### src/rtl/word_clip_sequencer.sv
// Streams one utterance from sample memory into the word clipper, filters the
// detected word segments by length and queues the survivors in a small FIFO.
module word_clip_sequencer #(
  parameter int unsigned IDX_W   = 32,
  parameter int unsigned DEPTH   = 4,
  parameter int unsigned MIN_LEN = 32
) (
  input  logic             iclk,
  input  logic             irst,
  input  logic             istart,
  input  logic [IDX_W-1:0] ibase,
  input  logic [IDX_W-1:0] ilen,
  output logic             obusy,
  output logic             odone,
  output logic             omem_rd,
  output logic [IDX_W-1:0] omem_addr,
  input  logic [15:0]      imem_data,
  output logic             ocl_rstn,
  output logic             ocl_valid,
  output logic [IDX_W-1:0] ocl_idx,
  output logic [15:0]      ocl_data,
  output logic             ocl_last,
  output logic             ocl_ack,
  input  logic             icl_valid,
  input  logic [IDX_W-1:0] icl_start,
  input  logic [IDX_W-1:0] icl_end,
  output logic             oseg_valid,
  output logic [IDX_W-1:0] oseg_start,
  output logic [IDX_W-1:0] oseg_end,
  input  logic             iseg_ready,
  output logic [15:0]      oseg_count,
  output logic [15:0]      odrop_count
);

  localparam int unsigned PW  = (DEPTH > 1) ? $clog2(DEPTH) : 1;
  localparam int unsigned CW  = PW + 1;
  localparam logic [15:0] SAT = 16'hFFFF;

  typedef enum logic [2:0] {S_IDLE, S_CLR, S_FEED, S_SEG, S_TAIL, S_FIN} state_t;

  typedef struct packed {
    logic [IDX_W-1:0] s;
    logic [IDX_W-1:0] e;
  } seg_t;

  state_t           state_q, state_d;
  logic [IDX_W-1:0] base_q, base_d;
  logic [IDX_W-1:0] lim_q, lim_d;
  logic [IDX_W-1:0] last_q, last_d;
  logic             zero_q, zero_d;
  logic [IDX_W-1:0] rd_ptr_q, rd_ptr_d;
  logic             rd_vld_q, rd_vld_d;
  logic [IDX_W-1:0] pres_idx_q, pres_idx_d;
  logic [15:0]      seg_cnt_q, seg_cnt_d;
  logic [15:0]      drop_cnt_q, drop_cnt_d;

  seg_t             mem_q [DEPTH];
  logic [PW-1:0]    wp_q, wp_d;
  logic [PW-1:0]    rp_q, rp_d;
  logic [CW-1:0]    cnt_q, cnt_d;
  logic             head_vld_q, head_vld_d;
  seg_t             head_q, head_d;

  logic             push, pop, full, ack, seg_short;
  logic [IDX_W-1:0] seg_len;
  seg_t             push_seg;

  function automatic logic [15:0] sat_inc(input logic [15:0] v);
    return (v == SAT) ? v : v + 16'd1;
  endfunction

  // Read side: one read per FEED cycle, data presented on the following cycle.
  assign omem_rd   = (state_q == S_FEED) && (rd_ptr_q < lim_q);
  assign omem_addr = rd_ptr_q;
  assign ocl_valid = rd_vld_q;
  assign ocl_idx   = pres_idx_q;
  assign ocl_data  = rd_vld_q ? imem_data : 16'h0000;
  assign ocl_last  = rd_vld_q && (pres_idx_q == last_q);
  assign ocl_rstn  = (state_q != S_IDLE) && (state_q != S_CLR);
  assign obusy     = (state_q != S_IDLE);
  assign odone     = (state_q == S_FIN);
  assign ocl_ack   = ack;

  assign oseg_valid  = head_vld_q;
  assign oseg_start  = head_q.s;
  assign oseg_end    = head_q.e;
  assign oseg_count  = seg_cnt_q;
  assign odrop_count = drop_cnt_q;

  assign seg_len   = icl_end - icl_start + IDX_W'(1);
  assign seg_short = (seg_len < IDX_W'(MIN_LEN));
  assign push_seg  = {icl_start, icl_end};
  assign pop       = head_vld_q && iseg_ready;
  assign full      = (cnt_q == CW'(DEPTH));

  // Control FSM. Ack is combinational so the clipper drops its segment at the
  // same edge the segment is taken, and is never seen twice.
  always_comb begin : ctrl
    state_d    = state_q;
    base_d     = base_q;
    lim_d      = lim_q;
    last_d     = last_q;
    zero_d     = zero_q;
    rd_ptr_d   = rd_ptr_q;
    seg_cnt_d  = seg_cnt_q;
    drop_cnt_d = drop_cnt_q;
    push       = 1'b0;
    ack        = 1'b0;
    rd_vld_d   = omem_rd && !icl_valid;
    pres_idx_d = rd_ptr_q;
    if (omem_rd) rd_ptr_d = rd_ptr_q + IDX_W'(1);
    case (state_q)
      S_IDLE: begin
        if (istart) begin
          base_d     = ibase;
          lim_d      = ibase + ilen;
          last_d     = ibase + ilen - IDX_W'(1);
          zero_d     = (ilen == '0);
          seg_cnt_d  = 16'h0000;
          drop_cnt_d = 16'h0000;
          state_d    = S_CLR;
        end
      end
      S_CLR: begin
        rd_ptr_d = base_q;
        state_d  = zero_q ? S_FIN : S_FEED;
      end
      S_FEED: begin
        if (icl_valid)     state_d = S_SEG;
        else if (ocl_last) state_d = S_TAIL;
      end
      S_TAIL: begin
        state_d = icl_valid ? S_SEG : S_FIN;
      end
      S_SEG: begin
        if (!icl_valid) begin
          state_d = (rd_ptr_q < lim_q) ? S_FEED : S_FIN;
        end else begin
          if (seg_short) begin
            ack        = 1'b1;
            drop_cnt_d = sat_inc(drop_cnt_q);
          end else if (!full || pop) begin
            push      = 1'b1;
            ack       = 1'b1;
            seg_cnt_d = sat_inc(seg_cnt_q);
          end
          if (ack) begin
            if (icl_end == last_q) begin
              state_d = S_FIN;
            end else begin
              rd_ptr_d = icl_end + IDX_W'(1);
              state_d  = S_FEED;
            end
          end
        end
      end
      S_FIN:   state_d = S_IDLE;
      default: state_d = S_IDLE;
    endcase
  end

  // Segment FIFO bookkeeping with a registered head.
  always_comb begin : fifo_next
    cnt_d      = cnt_q + CW'(push) - CW'(pop);
    wp_d       = push ? wp_q + PW'(1) : wp_q;
    rp_d       = pop ? rp_q + PW'(1) : rp_q;
    head_vld_d = (cnt_d != '0);
    head_d     = head_q;
    if (pop) begin
      head_d = (cnt_q == CW'(1)) ? push_seg : mem_q[rp_q + PW'(1)];
    end else if (cnt_q == '0) begin
      head_d = push_seg;
    end
  end

  always_ff @(posedge iclk) begin : fifo_mem
    if (push) mem_q[wp_q] <= push_seg;
  end

  always_ff @(posedge iclk) begin : seq
    if (irst) begin
      state_q    <= S_IDLE;
      base_q     <= '0;
      lim_q      <= '0;
      last_q     <= '0;
      zero_q     <= 1'b0;
      rd_ptr_q   <= '0;
      rd_vld_q   <= 1'b0;
      pres_idx_q <= '0;
      seg_cnt_q  <= '0;
      drop_cnt_q <= '0;
      wp_q       <= '0;
      rp_q       <= '0;
      cnt_q      <= '0;
      head_vld_q <= 1'b0;
      head_q     <= '0;
    end else begin
      state_q    <= state_d;
      base_q     <= base_d;
      lim_q      <= lim_d;
      last_q     <= last_d;
      zero_q     <= zero_d;
      rd_ptr_q   <= rd_ptr_d;
      rd_vld_q   <= rd_vld_d;
      pres_idx_q <= pres_idx_d;
      seg_cnt_q  <= seg_cnt_d;
      drop_cnt_q <= drop_cnt_d;
      wp_q       <= wp_d;
      rp_q       <= rp_d;
      cnt_q      <= cnt_d;
      head_vld_q <= head_vld_d;
      head_q     <= head_d;
    end
  end

endmodule

### config.mk
export PLATFORM = sky130hd
export DESIGN_NAME = word_clip_sequencer
export DESIGN_NICKNAME = d
export VERILOG_FILES = /design/src/rtl/word_clip_sequencer.sv
export SDC_FILE = /design/constraint.sdc
export NUM_CORES = 1
export LEC_CHECK = 0
export ABC_AREA = 0
export CORE_MARGIN = 3
export CORE_UTILIZATION = 40
export CTS_BUF_LIST = sky130_fd_sc_hd__clkbuf_8 sky130_fd_sc_hd__clkbuf_16
export DETAILED_ROUTE_END_ITERATION = 10
export MAX_ROUTING_LAYER = met4
export PLACE_DENSITY_LB_ADDON = 0.12
export SYNTH_ARGS = -nofsm -noshare
export SYNTH_HDL_FRONTEND = slang
export SYNTH_SLANG_ARGS = --single-unit
### constraint.sdc
create_clock -name iclk -period 19.6 [get_ports iclk]
set_input_delay 5.88 -clock iclk [delete_from_list [all_inputs] [get_ports iclk]]
set_output_delay 5.88 -clock iclk [all_outputs]
set_load 0.02 [all_outputs]
==> Word-level counts from Yosys, hierarchy flattened <==
Memory sizes are Yosys's and may differ from the RTL's.
Index checks and enable logic that the tools add are counted.
{ "word_totals": {"ramBits": 256, "word_cells": 111, "output_inout_bits": 184, "mem_count": 1, "in_bits": 149, "register_bits": 269} }
{ "memory_table": {"columns": ["name", "depth", "word_bits", "read_ports", "rd_clocked_by_memory_dff", "wr", "line_no", "rtl"], "rows": [
  ["mem_q", 4, 64, 1, 0, 1, "57", "seg_t mem_q [DEPTH];"]
]} }
{ "op_classes": {"n_lt_le_gt_ge": 2, "n_reduce_logical": 19, "n_eq_ne": 21, "addsub": 12, "n_mux": 40} }
{ "ops": {"columns": ["operator", "n"], "rows": [
  ["64-bit two-way mux", 3],
  ["16-bit two-way mux", 9],
  ["32-bit two-way mux", 4],
  ["32-bit by 1-bit adder with 32-bit output (second input constant)", 3],
  ["32-bit == test", 2],
  ["16-bit one-hot mux with 2 select lines", 2],
  ["32-bit one-hot mux with 2 select lines", 1],
  ["16-bit by 1-bit adder with 16-bit output (second input constant)", 2],
  ["32-bit adder", 1],
  ["16-bit == test (second input constant)", 2],
  ["32-bit zero test", 1],
  ["32-bit less-than comparator", 1],
  ["32-bit by 6-bit less-than comparator with 1-bit output (second input constant)", 1],
  ["32-bit by 1-bit subtractor with 32-bit output (second input constant)", 1],
  ["32-bit subtractor", 1],
  ["3-bit two-way mux", 9],
  ["3-bit one-hot mux with 5 select lines", 1],
  ["2-bit inequality test (second input constant)", 7],
  ["1-bit two-way mux", 11],
  ["3-bit == test (second input constant)", 3],
  ["3-bit by 1-bit == test with 1-bit output (second input constant)", 2],
  ["3-bit by 2-bit == test with 1-bit output (second input constant)", 2],
  ["3-bit zero test", 2],
  ["3-bit inequality test (second input constant)", 2],
  ["other kinds (13)", 21]
]} }

==> Logic depth before layout (Yosys ltp) <==
Gate-level depths: netlist of run 1.
{ "depth": {"word_depth": 10, "depth_mapped": 22, "mapped_depth_nobuf": 21} }

==> Least setup slack after synthesis of run 1 <==
No wires, ideal clock.
{ "synth_timing": {"path_kind": "input to output", "startpoint": "in icl_end[1]", "endpoint": "out ocl_ack", "arrival_ps": 9493, "slack_ps": 4227, "t_required_ps": 13720, "stages": 14, "path_cell_list": "clkbuf_1 inv_1 ha_1 inv_1 ha_1 and4bb_1 a2111oi_2 nor4_1 or4b_2 o211ai_1 o2111ai_1 a2111oi_1 nand3b_1 a21boi_0"} }
{ "synth_via": {"elab_chain_cells": 8} }
{ "synth_lines": {"columns": ["element", "line_no", "rtl"], "rows": [
  ["start, declared", "26", "input logic [IDX_W-1:0] icl_end,"],
  ["32-bit subtractor", "90", "assign seg_len = icl_end - icl_start + IDX_W'(1);"],
  ["32-bit by 1-bit adder with 32-bit output", "90", null],
  ["32-bit by 6-bit less-than comparator with 1-bit output", "91", "assign seg_short = (seg_len < IDX_W'(MIN_LEN));"],
  ["1-bit two-way mux", "139", "if (seg_short) begin"],
  ["1-bit two-way mux", "136", "if (!icl_valid) begin"],
  ["1-bit two-way mux", "112", "case (state_q)"],
  ["1-bit two-way mux", "136", null],
  ["1-bit two-way mux", "112", null],
  ["end, declared", "23", "output logic ocl_ack,"]
]} }
No other way between the ends. The select of a mux whose other input is x is not followed.

==> Worst setup path in the final report of run 1 <==
{ "layout_timing": {"startpoint": "in icl_end[3]", "endpoint": "out ocl_ack"} }
Same word-level chain as after synthesis.

==> results of run 1 <==
## routing by layer
layer | wire length (um) | share of wire, % | GRT usage [%]
met5 | 0 | 0 | -
met4 | 3390 | 3.6 | 8.96
met3 | 4240 | 4.5 | 3.20
met2 | 45700 | 49 | 44.1
met1 | 39900 | 43 | 32.9
## kinds of logic after synthesis
kind of cell	Yosys count
mux	76
fa+ha+maj	134
simple gates	962
buf+inv	255
flops	525
compound gates	558
xor+xnor	190
## worst paths after layout
path	depth (start not counted)	slack [ps]	to	from
min	2	450	oseg_start[8]	oseg_start[8]
max	13	2170	ocl_ack	icl_end[3]
min reg2reg	2	450	oseg_start[8]	oseg_start[8]
max reg2reg	13	15220	omem_addr[20]	omem_addr[17]
## per-stage QoR
| stage | cells | setup WS [ps] | cell area [um2] | hold slack, ps |
|---|---|---|---|---|
| 2_1_floorplan | 2700 | 4230 | 27500 | 436 |
| 3_3_place_gp | 3792 | 2340 | 31700 | 444 |
| 4_1_cts | 3893 | 2140 | 33400 | 455 |
| 5_1_grt | 3893 | 1820 | 33400 | 472 |
| 3_5_place_dp | 3792 | 2150 | 31700 | 446 |
| 6_report | 3893 | 2170 | 33400 | 454 |
## Yosys cell counts, drive strengths merged, types with 11 or more instances
cell type	n
nand2	328
dfxtp	269
edfxtp	256
nor2	215
a21oi	163
ha	132
clkbuf	120
inv	107
xnor2	96
xor2	94
mux4	64
o21ai	61
nand3	58
nor3	56
a311oi	48
nand4	45
nor2b	40
a211oi	37
nor4	37
and3	35
and2	32
a21o	30
a221oi	27
buf	27
o21bai	27
or3	24
o211ai	23
o22ai	23
or4	17
o21a	16
nand3b	14
o31ai	14
nand2b	13
and4	11
## sequential cells by signal, indices dropped and copies added, names as in the netlist
register / cells
wp_q: 2
mem_q: 256
rp_q: 2
lim_q: 32
odrop_count: 16
last_q: 32
ocl_valid: 1
oseg_valid: 1
cnt_q: 3
base_q: 32
oseg_end: 32
oseg_start: 32
omem_addr: 32
state_q: 3
zero_q: 1
oseg_count: 16
ocl_idx: 32
## worst reg2reg max path, cell delays in order, from the launching register on
cell and delay (ps):
dfxtp_1 510, ha_1 310, a21o_1 180, a21o_1 170
a21oi_1 150, o21ai_0 240, a211o_1 360, a21oi_1 430
o21ai_1 140, buf_4 220, nor3_1 890, nand3_1 190
xor2_1 190, a221oi_1 290
## area by class of cell
cell class	instances	share of cell area, %
clock buffers	60	4.29
clock inverters	41	1.08
inverters	108	1.21
multi-input cells	1920	40.4
flip-flops and latches	525	39.1
well taps	873	3.27
repair buffers	366	10.7
## power breakdown
group | internal [W] | switching (W) | total, W
Clock | 0.000584 | 0.000452 | 0.00104
Sequential | 0.00131 | 0.000189 | 0.00150
Combinational | 0.000574 | 0.000836 | 0.00141
Total | 0.00247 | 0.00148 | 0.00394
==> impl_summary.txt, run 1 <==
----------------------------------------------------
[Logic synthesis]
  Synthesized-area fraction occupied by ao, oa, aoi and oai cells ... 13.9%
  Xor/xnor cell area share of the yosys netlist ... 6.05%
  Proportion of register bits with asynchronous set or reset after synthesis ... 0%
  Number of enable-type register cells in the synthesized netlist ... 256
  Synth Register Bits ... 525
  Main area contributors after synthesis ... edfxtp_1 (28%), dfxtp_1 (20%), ha_1 (6.0%), mux4_2 (5.2%), nand2_1 (4.5%)
  Post-Synth Simple-Gate Area ... 17.1%
  Cell type contributing the most total cell area after synthesis ... edfxtp_1
  Synth Area in Adders ... 6.15%
  Mux cell area share after synthesis ... 5.71%
  Unique masters post-synth ... 97
  Main combinational cell family by area after synthesis ... simple AND/OR/NAND/NOR gates
  Sequential fraction of the synthesis area ... 47.5%
  Syn avg cell area ... 10.2 um2
  Post-synth top area share ... 27.9%
  Number of synthesis warnings ... 0
  Total nets after synthesis ... 2,983
  Post-synthesis cell count ... 2,700
  Top flip-flop cell by instance count after synthesis ... dfxtp_1
  Cell area after technology mapping ... 27,500 um2

[Routing]
  Drt first-iter violations ... 1,608
  WL/cell ... 23.9 um
  Avg Vias per Cell ... 5.70
  Routed Antenna Nets ... 0
  Detailed Routing Iterations Pass 1 ... 5
  Final routed DRC violation total ... 0
  Number of vias in the routed layout ... 22,200
  Total length of routed wires ... 93,200 um

[Layout]
  Synthesis-to-layout area growth ... 21.5%
  Commonest non-fill, non-tap cell in the layout ... clkdlybuf4s50_1
  Register area ... 13,100 um2
  Number of filler instances in the final layout ... 6,203
  Finished Core Util ... 49.4%
  Highest-count cells in the layout ignoring fill and taps ... clkdlybuf4s50_1 (331), nand2_1 (326), dfxtp_1 (267), edfxtp_1 (256), nor2_1 (211)
  Final #Nets ... 3,258
  Multi-input gate area in the final layout ... 13,500 um2
  Fraction of final layout cells sized beyond drive strength 1 ... 7.95%
  Antenna diode count ... 0

[STA]
  Final critical-path share of the clock period ... 88.9%
  Minimum clock period ... 17,430 ps
  RSZ-0062 raised after global routing ... no
  Count of final max-slew check failures ... 0
  Setup skew after layout ... 17.2 ps
  Max frequency ... 57.4 MHz
  Final Hold Fails ... 0
  Worst slew margin relative to its limit ... 26.9%
  Setup Total Neg Slack ... 0 ps
  Final number of setup-violating endpoints ... 0
  Slew of the pin with the lowest slew margin ... 1100 ps

[Global route]
  Total global routing overflow ... 0
  Antenna violations before repair ... 0
  Wire length of the first global-routing pass ... 139,000 um
  Largest net degree at the start of global routing ... 100
  GRT Util Overall ... 26.3%
  Vias in the first global route ... 21,900

[Setup path]
  Worst Path Required ... 13,720 ps
  WP data arrival ... 11,550 ps
  Startpoint Class ... input pin
  Cells traversed along the worst timing path ... clkdlybuf4s50_1 > ha_1 > ha_1 > a21o_1 > a2111oi_2 > nor3_1 > o311ai_1 > nand2_1 > xor2_1 > a2111oi_1 > nand3b_1 > a21boi_0 > clkdlybuf4s50_1
  Critical Setup Path Class ... in2out
  Kind of capture point of the worst setup path ... output port
  Slowest CP cell ... clkdlybuf4s50_1
  Crit-path leading delay family ... compound AO/OA/AOI/OAI gates
  Highest fanout seen on the critical path ... 11
  Delay of the slowest cell on the worst path ... 870 ps
  CP bufs+invs ... 2

[Clock network]
  Max Root-Sink Buffers ... 3
  Number of setup buffers added after CTS ... 0
  Clock Pin Slew Worst Setup and Hold Paths ... 60 ps
  Clock tree from TritonCTS ... done
  Post-cts sizing count ... 0
  Count of clock tree sinks ... 525
  Max H-tree Level ... 2
  Clk_lat worst skew ... 620 ps
  TritonCTS buffer count ... 54
  Cts hold-fix bufs ... 0
  Clock root buffer master ... clkbuf_16

[Placed design]
  Placed wire-length estimate ... 69,600 um
  Last weighted congestion value of the routability-driven placer ... 0.967
  Count of port buffers added during placement ... 332

[Floorplanning]
  Height of the die ... 268 um
  Initial core utilization ... 40.7%
  Cell row count ... 95
  Core Area ... 67,600 um2
  Number of placed I/O pins ... 333
  Horizontal die dimension ... 268 um
  Die Outline Area ... 72,000 um2

[Power]
  Peak VDD IR ... 0.0819 mV
  Static leakage ... 11.9 nW
  Cell area power density ... 118 nW/um2
  PnR Total Power ... 0.00394 W

[Status]
  Status ... completed

[Job]
  Max-cap viol count ... 0

[Worst hold path]
  HP Class ... reg2reg

----------------------------------------------------
No activity file was read; power rests on OpenSTA's default activity.
==> inputs of run 2 (changes only) <==
--- a/config.mk
+++ b/config.mk
@@ -6,6 +6,7 @@
 export NUM_CORES = 1
 export LEC_CHECK = 0
 export ABC_AREA = 0
+export CAP_MARGIN = 20
 export CORE_MARGIN = 3
 export CORE_UTILIZATION = 40
 export CTS_BUF_LIST = sky130_fd_sc_hd__clkbuf_8 sky130_fd_sc_hd__clkbuf_16
==> impl_summary.txt, run 2 (synthesis results as in run 1) <==
----------------------------------------------------
[Layout]
  Final #Nets ... 3,259 (+0.031%)
  Count of non-filler cells in the finished layout ... 3,894 (+0.026%)
  Commonest non-fill, non-tap cell in the layout ... clkdlybuf4s50_1
  Most flops, register ... mem_q
  Layout Cell Area excl Fill ... 33,500 um2 (about the same)
  Synthesis-to-layout area growth ... 21.6% (about the same)
  Fraction of final layout cells sized beyond drive strength 1 ... 7.98% (+0.030 points)
  Antenna diode count ... 0 (unchanged)
  Max reg flops ... 256 (unchanged)
  Highest-count cells in the layout ignoring fill and taps ... clkdlybuf4s50_1 (331), nand2_1 (326), dfxtp_1 (267), edfxtp_1 (256), nor2_1 (211)

[Floorplanning]
  Number of placed I/O pins ... 333 (unchanged)
  Die Outline Area ... 72,000 um2 (unchanged)
  Core Area ... 67,600 um2 (unchanged)
  Height of the die ... 268 um (unchanged)
  Initial core utilization ... 40.7% (unchanged)
  Cell row count ... 95 (unchanged)
  Horizontal die dimension ... 268 um (unchanged)

[Power]
  Cell area power density ... 118 nW/um2 (about the same)
  Static leakage ... 11.9 nW (about the same)
  Peak VDD IR ... 0.0816 mV (-0.42%)

[Worst hold path]
  HP Class ... reg2reg
  Hold Crit Start ... oseg_start[8]
  WHS Path Cells ... 2 (unchanged)
  Worst Hold Path EP ... oseg_start[8]

[Clock network]
  Post-cts sizing count ... 0 (unchanged)
  Clk_lat worst skew ... 620 ps (about the same)
  Clock Pin Slew Worst Setup and Hold Paths ... 60 ps (about the same)
  Count of clock tree sinks ... 525 (unchanged)
  Clock tree from TritonCTS ... done
  Max Root-Sink Buffers ... 3 (unchanged)
  Number of setup buffers added after CTS ... 0 (unchanged)
  Cts hold-fix bufs ... 0 (unchanged)
  TritonCTS buffer count ... 54 (unchanged)
  Max H-tree Level ... 2 (unchanged)
  Clock root buffer master ... clkbuf_16

[Setup path]
  Highest fanout seen on the critical path ... 11 (unchanged)
  Capturing point of the worst reg2reg path ... omem_addr[20]
  Reg2reg setup slack ... 15,210 ps (about the same)
  Kind of capture point of the worst setup path ... output port
  Worst flop-to-flop path startpoint ... omem_addr[17]
  Worst Path Required ... 13,720 ps (about the same)
  Startpoint Class ... input pin
  WP data arrival ... 11,580 ps (+30 ps)
  Number of cells traversed by the worst register-to-register path ... 13 (unchanged)
  Critical Setup Path Class ... in2out

[Routing]
  Routed Antenna Nets ... 0 (unchanged)
  WL/cell ... 23.9 um (about the same)
  Drt first-iter violations ... 1,529 (-4.9%)
  Number of vias in the routed layout ... 22,100 (-0.26%)
  Final routed DRC violation total ... 0 (unchanged)
  Avg Vias per Cell ... 5.69 (-0.28%)
  Total length of routed wires ... 93,200 um (about the same)
  Detailed Routing Iterations Pass 1 ... 7 (+2)

[Global route]
  Met1 track demand over resource in global routing ... 32.9% (unchanged)
  Wire length of the first global-routing pass ... 139,000 um (unchanged)
  Vias in the first global route ... 21,900 (unchanged)
  Busiest layer in global routing ... met2
  Grt met2 use ... 44.1% (unchanged)
  Antenna violations before repair ... 0 (unchanged)
  GRT Util Overall ... 26.3% (unchanged)
  Largest net degree at the start of global routing ... 100 (unchanged)
  GR Layer Usage met3 ... 3.20% (unchanged)
  Total global routing overflow ... 0 (unchanged)

[STA]
  RSZ-0062 raised after global routing ... no
  Tightest hold margin ... 454 ps (+0.437 ps)
  Minimum clock period ... 17,460 ps (+33.6 ps)
  Max frequency ... 57.3 MHz (-0.19%)
  Setup Total Neg Slack ... 0 ps (unchanged)
  Final number of setup-violating endpoints ... 0 (unchanged)
  Setup skew after layout ... 17.2 ps (+0.0295 ps)
  Count of final max-slew check failures ... 0 (unchanged)
  Final critical-path share of the clock period ... 89.1% (+0.17 points)
  Worst slew margin relative to its limit ... 25.9% (-0.96 points)
  Slew of the pin with the lowest slew margin ... 1100 ps (+5.89 ps)
  Final Hold Fails ... 0 (unchanged)

[Placed design]
  Last weighted congestion value of the routability-driven placer ... 0.967 (unchanged)
  Placed wire-length estimate ... 69,600 um (unchanged)
  Placed cell count ... 3,792 (unchanged)
  Count of port buffers added during placement ... 332 (unchanged)
  Area post-placement ... 31,700 um2 (unchanged)

[Job]
  Max-cap viol count ... 0 (unchanged)

[Status]
  Status ... completed

----------------------------------------------------
## run 2: cell types whose count changed in the layout (fill, tap and decap cells not counted)
| cell | change |
|---|---|
| buf_4 | +1 |
## run 2: metrics by stage
stage / setup slack (ps) / util (%) / total power [W]
after floorplan: 4230 / - / 0.00232
after global placement: 2340 / 46.8 / 0.00291
after detailed placement: 2150 / 46.8 / 0.00294
after CTS: 2140 / 49.4 / 0.00398
after global routing: 1820 / 49.5 / 0.00416
final: 2140 / 49.5 / 0.00394
## run 2: final cells by class
class	count	area, um2
Multi-Input combinational cell	1920	13500
Timing Repair Buffer	367	3590
Sequential cell	525	13100
Tap cell	873	1090
Clock buffer	60	1430
Fill cell	6202	34200
Inverter	108	405
Clock inverter	41	360
## run 2: power breakdown
part	internal, W	total (W)	switching (W)
Sequential	0.00131	0.00150	0.000188
Combinational	0.000574	0.00141	0.000836
Clock	0.000584	0.00104	0.000452
## run 2: worst max-delay path by stage
stage                     startpoint  endpoint  slack [ps]  cells after the start
after floorplan           icl_end[1]   ocl_ack        4230                     14
after global placement    icl_end[3]   ocl_ack        2340                     13
after detailed placement  icl_end[3]   ocl_ack        2150                     13
after CTS                 icl_end[3]   ocl_ack        2140                     13
after global routing      icl_end[3]   ocl_ack        1820                     13
final                     icl_end[3]   ocl_ack        2140                     13
## run 2: worst max-delay path: stages
cell and delay [ps]:
clkdlybuf4s50_1 870, ha_1 350, ha_1 350, a21o_1 210, a2111oi_2 640, nor3_1 210
o311ai_1 650, nand2_1 140, xor2_1 170, a2111oi_1 720, nand3b_1 330, a21boi_0 380
clkdlybuf4s50_1 670
## run 2: layer usage
metal  wire length, um  share of wire (%)
met1             39500                 42
met2             45800                 49
met3              4620                5.0
met4              3370                3.6
met5                 0                  0
==> inputs of run 3 (changes only) <==
--- a/config.mk
+++ b/config.mk
@@ -13,6 +13,8 @@
 export DETAILED_ROUTE_END_ITERATION = 10
 export MAX_ROUTING_LAYER = met4
 export PLACE_DENSITY_LB_ADDON = 0.12
+export REMOVE_ABC_BUFFERS = 1
+export SLEW_MARGIN = 30
 export SYNTH_ARGS = -nofsm -noshare
 export SYNTH_HDL_FRONTEND = slang
 export SYNTH_SLANG_ARGS = --single-unit
==> impl_summary.txt, run 3 (synthesis results as in run 1) <==
----------------------------------------------------
[Setup path]
  Slowest CP cell ... clkdlybuf4s50_1
  Total number of cells along the worst setup path ... 13 (unchanged)
  Worst Path Required ... 13,720 ps (about the same)
  Reg2reg setup slack ... 15,670 ps (+460 ps)
  Critical Setup Path Class ... in2out
  CP bufs+invs ... 2 (unchanged)
  Delay of the slowest cell on the worst path ... 780 ps (-90 ps)
  Cells traversed along the worst timing path ... clkdlybuf4s50_1 > ha_1 > ha_1 > a21o_1 > a2111oi_2 > nor3_1 > o311ai_1 > nand2_1 > xor2_1 > a2111oi_1 > nand3b_1 > a21boi_0 > clkdlybuf4s50_1
  WP data arrival ... 11,430 ps (-150 ps)
  Kind of capture point of the worst setup path ... output port
  Crit-path leading delay family ... compound AO/OA/AOI/OAI gates
  Number of cells traversed by the worst register-to-register path ... 13 (unchanged)
  Highest fanout seen on the critical path ... 11 (unchanged)
  Startpoint Class ... input pin

[Layout]
  Max reg flops ... 256 (unchanged)
  Synthesis-to-layout area growth ... 21.6% (about the same)
  Count of non-filler cells in the finished layout ... 3,898 (+0.10%)
  Fraction of final layout cells sized beyond drive strength 1 ... 8.14% (+0.16 points)
  Commonest non-fill, non-tap cell in the layout ... clkdlybuf4s50_1
  Multi-input gate area in the final layout ... 13,500 um2 (+0.22%)
  Number of filler instances in the final layout ... 6,214 (+0.19%)
  Register area ... 13,100 um2 (unchanged)
  Most flops, register ... mem_q
  Final #Nets ... 3,258 (-0.031%)
  Highest-count cells in the layout ignoring fill and taps ... clkdlybuf4s50_1 (331), nand2_1 (325), dfxtp_1 (267), edfxtp_1 (256), nor2_1 (209)

[Clock network]
  Number of setup buffers added after CTS ... 0 (unchanged)
  Max Root-Sink Buffers ... 3 (unchanged)
  Clk_lat worst skew ... 610 ps (about the same)
  Clock tree from TritonCTS ... done
  Post-cts sizing count ... 0 (unchanged)
  Cts hold-fix bufs ... 0 (unchanged)
  Clock root buffer master ... clkbuf_16
  Count of clock tree sinks ... 525 (unchanged)
  Clock Pin Slew Worst Setup and Hold Paths ... 60 ps (about the same)
  TritonCTS buffer count ... 56 (+3.7%)
  Max H-tree Level ... 2 (unchanged)

[Routing]
  Top metal layer carrying routed signals ... met4
  Detailed Routing Iterations Pass 1 ... 7 (unchanged)
  Routed length on met1 ... 40,000 um (+1.4%)
  Sum of met2 wire segment lengths after detailed routing ... 42,400 um (-7.3%)
  Final routed DRC violation total ... 0 (unchanged)
  Routed Antenna Nets ... 0 (unchanged)
  Avg Vias per Cell ... 5.67 (-0.22%)
  Drt first-iter violations ... 1,518 (-0.72%)
  Number of vias in the routed layout ... 22,100 (-0.12%)
  Met3 wirelength from detailed routing ... 3980 um (-14%)
  Total length of routed wires ... 89,400 um (-4.2%)
  WL/cell ... 22.9 um (-4.2%)

[Worst hold path]
  HP Class ... reg2reg
  WHS Path Cells ... 2 (unchanged)

[Floorplanning]
  Horizontal die dimension ... 268 um (unchanged)
  Cell row count ... 95 (unchanged)
  Core Area ... 67,600 um2 (unchanged)
  Initial core utilization ... 40.7% (unchanged)
  Height of the die ... 268 um (unchanged)
  Number of placed I/O pins ... 333 (unchanged)
  Die Outline Area ... 72,000 um2 (unchanged)

[Placed design]
  Place WS ... 2160 ps (+9.73 ps)
  Placed cell count ... 3,789 (-0.079%)
  Count of port buffers added during placement ... 332 (unchanged)
  Last weighted congestion value of the routability-driven placer ... 0.880 (-9.0%)
  Placed wire-length estimate ... 66,000 um (-5.2%)

[Global route]
  Antenna violations before repair ... 2 (+2)
  Largest net degree at the start of global routing ... 84 (-16%)
  Wire length of the first global-routing pass ... 134,000 um (-3.4%)
  GRT Util Overall ... 25.1% (-1.1 points)
  Vias in the first global route ... 21,600 (-1.4%)
  Total global routing overflow ... 0 (unchanged)

[STA]
  Max frequency ... 57.8 MHz (+0.84%)
  Minimum clock period ... 17,310 ps (-146 ps)
  Final Hold Fails ... 0 (unchanged)
  Slew of the pin with the lowest slew margin ... 966 ps (-137 ps)
  Final critical-path share of the clock period ... 88.3% (-0.74 points)
  Setup skew after layout ... 18.5 ps (+1.29 ps)
  Count of final max-slew check failures ... 0 (unchanged)
  RSZ-0062 raised after global routing ... no
  Final number of setup-violating endpoints ... 0 (unchanged)
  Setup Total Neg Slack ... 0 ps (unchanged)
  Worst-case setup margin in the final layout ... 2290 ps (+146 ps)
  Worst slew margin relative to its limit ... 35.0% (+9.1 points)

[Power]
  Cell area power density ... 117 nW/um2 (-0.54%)
  Static leakage ... 12.0 nW (+0.13%)
  Peak VDD IR ... 0.0620 mV (-24%)

[Status]
  Status ... completed

[Job]
  Max-cap viol count ... 0 (unchanged)

----------------------------------------------------
-- run 3: cell types whose count changed in the layout (fill, tap and decap cells not counted), sizes merged --
cell,before,now
clkbuf,60,64
inv,124,128
buf,36,33
bufinv,4,2
diode,0,2
clkinvlp,5,4
-- run 3: report_power, final --
group,total [W],internal (W),leakage (nW),switching [W]
sequential,0.00148,0.00131,4.51,0.000167
clock,0.00102,0.000579,0.940,0.000438
combinational,0.00143,0.000579,6.51,0.000851
total,0.00392,0.00247,12.0,0.00146
-- run 3: through the flow --
| stage | hold WS [ps] | area [um2] | total power, W | utilization (%) |
|---|---|---|---|---|
| global route | 465 | 33500 | 0.00414 | 49.5 |
| detailed placement | 445 | 31600 | 0.00294 | 46.8 |
| finish | 448 | 33500 | 0.00392 | 49.5 |
| CTS | 452 | 33400 | 0.00396 | 49.4 |
| global placement | 438 | 31600 | 0.00291 | 46.8 |
| floorplan | 430 | 26900 | 0.00229 | - |
-- run 3: layout make-up --
cell class                      count  area share, %
Clock inverter                     42          0.752
Sequential cell                   525           39.1
Timing Repair Buffer              364           10.7
Clock buffer                       64           4.55
Antenna cell                        2         0.0150
Tap cell                          873           3.26
Inverter                          108           1.21
Multi-Input combinational cell   1920           40.4
-- run 3: path summary, 6_finish.rpt --
path / start / to
worst max register to register: omem_addr[17] / omem_addr[20]
worst max-delay path: icl_end[3] / ocl_ack
worst min-delay path: oseg_start[24] / oseg_start[24]
worst min register to register: oseg_start[24] / oseg_start[24]
-- run 3: per-layer routing --
metal  vias up  GRT usage (%)
met3       139           2.96
met1     10900           33.3
met5         -              -
li1      10500              -
met2       610           40.5
met4         0           7.71
-- run 3: tightest hold or removal path, delay by kind of cell (launching register included) --
family / cells / cell delay, ps
flops: 1 / 310
simple gates: 1 / 50
compound gates: 1 / 50
